===== src/rtl/mips_pkg.sv =====
// rtl/mips_pkg.sv - opcodes, memory FSM states and load/store decode for the M stage
package mips_pkg;

  localparam logic [5:0] OP_LB  = 6'b100000;
  localparam logic [5:0] OP_LH  = 6'b100001;
  localparam logic [5:0] OP_LW  = 6'b100011;
  localparam logic [5:0] OP_LBU = 6'b100100;
  localparam logic [5:0] OP_LHU = 6'b100101;
  localparam logic [5:0] OP_SB  = 6'b101000;
  localparam logic [5:0] OP_SH  = 6'b101001;
  localparam logic [5:0] OP_SW  = 6'b101011;

  typedef enum logic [1:0] {
    ST_IDLE = 2'd0,
    ST_REQ  = 2'd1,
    ST_WAIT = 2'd2,
    ST_DONE = 2'd3
  } dmem_state_e;

  function automatic logic is_load(input logic [5:0] op);
    case (op)
      OP_LB, OP_LH, OP_LW, OP_LBU, OP_LHU: return 1'b1;
      default:                             return 1'b0;
    endcase
  endfunction

  function automatic logic is_store(input logic [5:0] op);
    case (op)
      OP_SB, OP_SH, OP_SW: return 1'b1;
      default:             return 1'b0;
    endcase
  endfunction

endpackage


===== src/rtl/dmem_store_align.sv =====
// rtl/dmem_store_align.sv - byte enables, lane-replicated store data and alignment check
module dmem_store_align
  import mips_pkg::*;
(
  input  logic [5:0]  i_op,
  input  logic [1:0]  i_off,
  input  logic [31:0] i_wdata,
  output logic [3:0]  o_be,
  output logic [31:0] o_wdata,
  output logic        o_misaligned
);

  // Loads always fetch the full word; the extension stage picks the lane.
  always_comb begin
    o_be         = 4'b1111;
    o_wdata      = i_wdata;
    o_misaligned = 1'b0;
    case (i_op)
      OP_SB: begin
        o_be    = 4'b0001 << i_off;
        o_wdata = {4{i_wdata[7:0]}};
      end
      OP_SH: begin
        o_be         = 4'b0011 << {i_off[1], 1'b0};
        o_wdata      = {2{i_wdata[15:0]}};
        o_misaligned = i_off[0];
      end
      OP_LH, OP_LHU: o_misaligned = i_off[0];
      OP_LW, OP_SW:  o_misaligned = |i_off;
      default: ;
    endcase
  end

endmodule


===== src/rtl/dmem_access_ctrl.sv =====
// rtl/dmem_access_ctrl.sv - M-stage load/store sequencer onto a handshaked data-memory port
module dmem_access_ctrl
  import mips_pkg::*;
#(
  parameter int BUS_TIMEOUT = 255
) (
  input  logic        clk,
  input  logic        rst,
  input  logic        mem_en_i,
  input  logic [5:0]  op_i,
  input  logic [31:0] addr_i,
  input  logic [31:0] wdata_i,
  input  logic        flush_i,
  output logic        stall_o,
  output logic        adel_o,
  output logic        ades_o,
  output logic        bus_err_o,
  output logic [31:0] rdata_o,
  output logic        rdata_valid_o,
  output logic [5:0]  ld_op_o,
  output logic [1:0]  ld_off_o,
  output logic        dm_req_o,
  output logic        dm_we_o,
  output logic [3:0]  dm_be_o,
  output logic [31:0] dm_addr_o,
  output logic [31:0] dm_wdata_o,
  input  logic        dm_ready_i,
  input  logic        dm_rvalid_i,
  input  logic [31:0] dm_rdata_i
);

  localparam int CNT_W = (BUS_TIMEOUT > 255) ? $clog2(BUS_TIMEOUT + 1) : 8;

  dmem_state_e      r_state;
  dmem_state_e      w_next;
  logic [5:0]       r_op;
  logic [1:0]       r_off;
  logic             r_discard;
  logic [CNT_W-1:0] r_cnt;

  logic        w_is_ld;
  logic        w_is_st;
  logic        w_is_mem;
  logic        w_misaligned;
  logic        w_start;
  logic        w_tmo_hit;
  logic        w_bus_err;
  logic [3:0]  w_be;
  logic [31:0] w_wdata;

  assign w_is_ld  = is_load(op_i);
  assign w_is_st  = is_store(op_i);
  assign w_is_mem = w_is_ld | w_is_st;

  dmem_store_align u_align (
    .i_op         (op_i),
    .i_off        (addr_i[1:0]),
    .i_wdata      (wdata_i),
    .o_be         (w_be),
    .o_wdata      (w_wdata),
    .o_misaligned (w_misaligned)
  );

  assign w_start   = (r_state == ST_IDLE) && mem_en_i && w_is_mem && !w_misaligned && !flush_i;
  assign adel_o    = (r_state == ST_IDLE) && mem_en_i && w_is_ld && w_misaligned;
  assign ades_o    = (r_state == ST_IDLE) && mem_en_i && w_is_st && w_misaligned;
  assign w_tmo_hit = (BUS_TIMEOUT != 0) && (r_cnt == CNT_W'(BUS_TIMEOUT - 1));

  always_ff @(posedge clk) begin
    if (rst) r_state <= ST_IDLE;
    else     r_state <= w_next;
  end

  always_comb begin
    w_next    = r_state;
    w_bus_err = 1'b0;
    stall_o   = 1'b0;
    case (r_state)
      ST_IDLE: begin
        stall_o = w_start;
        if (w_start) w_next = ST_REQ;
      end
      ST_REQ: begin
        stall_o = 1'b1;
        // Acceptance beats a same-cycle flush: the load must still be drained.
        if (dm_ready_i) begin
          if (is_load(r_op)) w_next = ST_WAIT;
          else if (flush_i)  w_next = ST_IDLE;
          else               w_next = ST_DONE;
        end else if (flush_i) begin
          w_next = ST_IDLE;
        end else if (w_tmo_hit) begin
          w_next    = ST_IDLE;
          w_bus_err = 1'b1;
        end
      end
      ST_WAIT: begin
        // A discarded read only holds the pipe if a new access is waiting behind it.
        stall_o = !r_discard || (mem_en_i && w_is_mem);
        if (dm_rvalid_i) begin
          w_next = (r_discard || flush_i) ? ST_IDLE : ST_DONE;
        end else if (w_tmo_hit) begin
          w_next    = ST_IDLE;
          w_bus_err = !r_discard && !flush_i;
        end
      end
      ST_DONE: w_next = ST_IDLE;
      default: w_next = ST_IDLE;
    endcase
  end

  always_ff @(posedge clk) begin
    if (rst || (w_next != r_state) || !((r_state == ST_REQ) || (r_state == ST_WAIT))) r_cnt <= '0;
    else r_cnt <= r_cnt + 1'b1;
  end

  always_ff @(posedge clk) begin
    if (rst) begin
      r_op          <= '0;
      r_off         <= '0;
      r_discard     <= 1'b0;
      dm_req_o      <= 1'b0;
      dm_we_o       <= 1'b0;
      dm_be_o       <= '0;
      dm_addr_o     <= '0;
      dm_wdata_o    <= '0;
      rdata_o       <= '0;
      rdata_valid_o <= 1'b0;
      ld_op_o       <= '0;
      ld_off_o      <= '0;
      bus_err_o     <= 1'b0;
    end else begin
      rdata_valid_o <= 1'b0;
      bus_err_o     <= w_bus_err;

      if (w_start) begin
        r_op       <= op_i;
        r_off      <= addr_i[1:0];
        dm_req_o   <= 1'b1;
        dm_we_o    <= w_is_st;
        dm_be_o    <= w_be;
        dm_addr_o  <= {addr_i[31:2], 2'b00};
        dm_wdata_o <= w_is_st ? w_wdata : '0;
      end

      if ((r_state == ST_REQ) && (w_next != ST_REQ)) dm_req_o <= 1'b0;

      if (w_next == ST_IDLE)                                      r_discard <= 1'b0;
      else if (flush_i && ((r_state == ST_WAIT) || (r_state == ST_REQ))) r_discard <= 1'b1;

      if ((r_state == ST_WAIT) && (w_next == ST_DONE)) begin
        rdata_o       <= dm_rdata_i;
        ld_op_o       <= r_op;
        ld_off_o      <= r_off;
        rdata_valid_o <= 1'b1;
      end
    end
  end

endmodule


===== config.mk =====
export PLATFORM = sky130hd
export DESIGN_NAME = dmem_access_ctrl
export DESIGN_NICKNAME = d
export VERILOG_FILES = /design/src/rtl/mips_pkg.sv /design/src/rtl/dmem_store_align.sv /design/src/rtl/dmem_access_ctrl.sv
export SDC_FILE = /design/constraint.sdc
export NUM_CORES = 1
export LEC_CHECK = 0
export ABC_CLOCK_PERIOD_IN_PS = 3160
export CORE_ASPECT_RATIO = 1.75
export CORE_MARGIN = 1.5
export CORE_UTILIZATION = 40
export CTS_CLUSTER_SIZE = 28
export DETAILED_ROUTE_END_ITERATION = 16
export PLACE_DENSITY = 0.75
export REMOVE_ABC_BUFFERS = 1
export SETUP_SLACK_MARGIN = 0.02
export SLEW_MARGIN = 10
export SYNTH_ARGS = -nofsm -noshare
export SYNTH_HDL_FRONTEND = slang
export SYNTH_SLANG_ARGS = --single-unit

===== constraint.sdc =====
create_clock -name clk -period 3.16 [get_ports clk]
set_input_delay 0.474 -clock clk [delete_from_list [all_inputs] [get_ports clk]]
set_output_delay 0.474 -clock clk [all_outputs]
set_load 0.005 [all_outputs]

==> results.cfg <==
[layout]
finish.instance_area_sq_um = 8630
area_growth_pct = 54.0
num-nets-final = 981
fin_cells = 1057
layout-drive-gt1-share_pct = 7.51

[synthesis]
synth_flop_cell = dfxtp_1
synth_edf_count = 0
synth_area_leaders = dfxtp_1 46%, nand2b_1 9.5%, nand2_1 7.4%
yosys_warnings = 0
netlist.top_cell.by_area = dfxtp_1
ys_ff_latch = 129
yosysTopAreaCellShare_pct = 46.1
synth_area_sq_um = 5610
avgSynthCellArea_sq_um = 8.57
yosysUniqueCellTypes = 45
yosysSeqAreaShare_pct = 46.1
synth_cells = 654
synth-async-reset-ratio_pct = 0

[drt]
first_pass_iters = 5
vias_per_cell = 5.13
ant_nets = 0
drt-total-wl_microns = 16600
vias = 5422
wl_per_cell_microns = 15.7
drt_iter0_markers = 297
drc = 0

[worst_setup_path]
critPathArrivalTime_ps = 2570
worstPathMaxFanout = 3
regToRegSetupSlack_ps = 480
r2r_start = r_state[1]
critPathKind = in -> out
critPathCaptureType = primary output
startpoint_type = primary input
cp.required_ps = 2690
startpoint = op_i[4]

[timing]
fin_crit_sh_pct = 96.4
setup_violations = 0
grt_setup_unrepaired = false
fmax_ghz = 0.328
timing.final.hold_violations = 0
skew_ps = 10.1
worst_pin_slew_ps = 874
slew_headroom_pct = 41.2
slew_violations = 0
fin_setup_tns_ps = 0
min_period_ps = 3050

[global_routing]
grt_max_degree = 75
grt_pass1_wl_microns = 26400
grt_use_total_pct = 22.7
overflow = 0
grt_pass1_vias = 5405
antenna_found_initial = 1

[min_path]
holdCritStartpoint = dm_wdata_o[1]
min_path_type = reg -> reg

[power]
vdd_drop_max_v = 0.000330
power_leakage_nw = 2.94
p_total_mw = 4.45
p_per_area_nw_per_um2 = 516

[cts]
hold_buffers = 0
cts_tree = yes
clk_path_buf_depth = 2
numClockSinks = 129
clockRootBuffer = clkbuf_16
clkTransAtPathRegs_ps = 60
htreeDepth = 4
cts_buffers = 17
insertion_delay_ps = 410

[floorplan]
die_w_microns = 92.5
die_height_microns = 160
die-area_sq_um = 14800
core_sq_um = 13800
rows = 57
io_pins = 223
initial_core_util_pct = 40.7

[placement]
place.gp.congestion = 0.945
dp_hpwl_microns = 12200
placement.cell_area_sq_um = 7980
place_inst = 1024
io_buffers = 220

[outcome]
outcome = complete, no violations

[flow_run]
max_cap_viol_count = 0
-- placed cells by master (no fill, tap or decap), drive strengths merged, types with 4 or more instances in the layout --
master	Yosys	layout
nand2	111	111
a21oi	83	83
buf	9	20
clkbuf	38	20
mux2i	40	40
o21ai	8	8
mux2	9	9
nor2	34	34
nor2b	5	5
ha	7	7
bufinv	0	4
o211ai	20	20
nand2b	85	85
clkdlybuf4s50	0	218
nand3	22	22
inv	8	8
nor3b	9	9
and3	4	4
dfxtp	129	129
clkinv	0	6
-- worst paths after layout --
path                         to  depth (start not counted)
setup / recovery         adel_o                          6
hold / removal    dm_wdata_o[1]                          2
setup reg to reg    rdata_o[14]                          8
hold reg to reg   dm_wdata_o[1]                          2
-- per-stage QoR --
step                      setup WS (ps)  hold WS [ps]  util (%)
final                               113           449      62.7
after floorplan                   -4530           430         -
after CTS                          82.3           451      62.6
after detailed placement           -139           443      58.0
after global routing               20.5           473      62.7
after global placement            -11.2           439      58.0
-- critical path, cell delays in order --
cell,delay [ps]
clkdlybuf4s50_1,440
nand2b_1,220
o32ai_2,360
nand3_1,170
a2111oi_2,350
clkdlybuf4s50_1,560
-- state kept, by name, summed over array words and instances, names as in the netlist --
| register | count |
|---|---|
| r_off | 2 |
| rdata_valid_o | 1 |
| dm_addr_o | 30 |
| rdata_o | 32 |
| bus_err_o | 1 |
| r_state | 2 |
| ld_op_o | 6 |
| dm_we_o | 1 |
| r_discard | 1 |
| r_op | 6 |
| dm_wdata_o | 32 |
| ld_off_o | 2 |
| dm_be_o | 4 |
| r_cnt | 8 |
| dm_req_o | 1 |
-- logic make-up (layout without fill, tap and decap cells) --
kind of cell	count (synthesis)	count (layout)	synth area share, %
simple gates	278	278	24.5
compound gates	129	129	13.5
flops	129	129	46.1
buf+inv	55	279	4.40
mux	49	49	8.95
fa+ha+maj	7	7	1.56
xor+xnor	6	6	0.937
other cells	1	3	0.0669
-- repair_timing --
action	in CTS	in global routing
setup endpoints to repair	2	2
resized for setup	2	4
endpoints found under the hold margin	0	0
buffers inserted	0	0
gates cloned	0	0
-- cell usage after synthesis (2+ instances only) --
cell type / number
o21ai_0: 8
o211ai_1: 20
ha_1: 7
inv_1: 8
buf_2: 2
a221oi_1: 2
a311oi_1: 2
and3_1: 4
nand2b_1: 85
nand3_1: 22
o21a_1: 2
mux2i_1: 40
nand2_1: 111
clkbuf_1: 38
buf_6: 4
xnor2_1: 3
nor2_1: 34
buf_4: 2
nor3b_1: 8
mux2_2: 9
xor2_1: 3
nor4_1: 2
a211oi_1: 2
dfxtp_1: 129
nor2b_1: 5
a21oi_1: 83
-- final cells by class --
cell class	count	area, sq um
antenna	1	2.50
clock buffer	20	447
clock inverter	12	184
fill	1171	5130
inverter	8	30.0
multi-input combinational	471	2810
sequential	129	2580
tap	177	221
timing repair buffer	239	2360
-- per-layer routing --
| metal | vias up | global-route usage (%) | share of wire, % |
|---|---|---|---|
| met5 | - | 0 | 0 |
| met4 | 0 | 12.7 | 5.1 |
| met3 | 59 | 5.86 | 5.2 |
| met2 | 222 | 40.8 | 54 |
| met1 | 2509 | 23.2 | 36 |
| li1 | 2632 | - | - |
-- report_power, final --
| part | internal [mW] | total (mW) | switching [mW] |
|---|---|---|---|
| Sequential | 1.67 | 1.72 | 0.0411 |
| Combinational | 0.350 | 0.670 | 0.320 |
| Clock | 1.35 | 2.07 | 0.723 |
No activity file was read; power rests on OpenSTA's default activity.
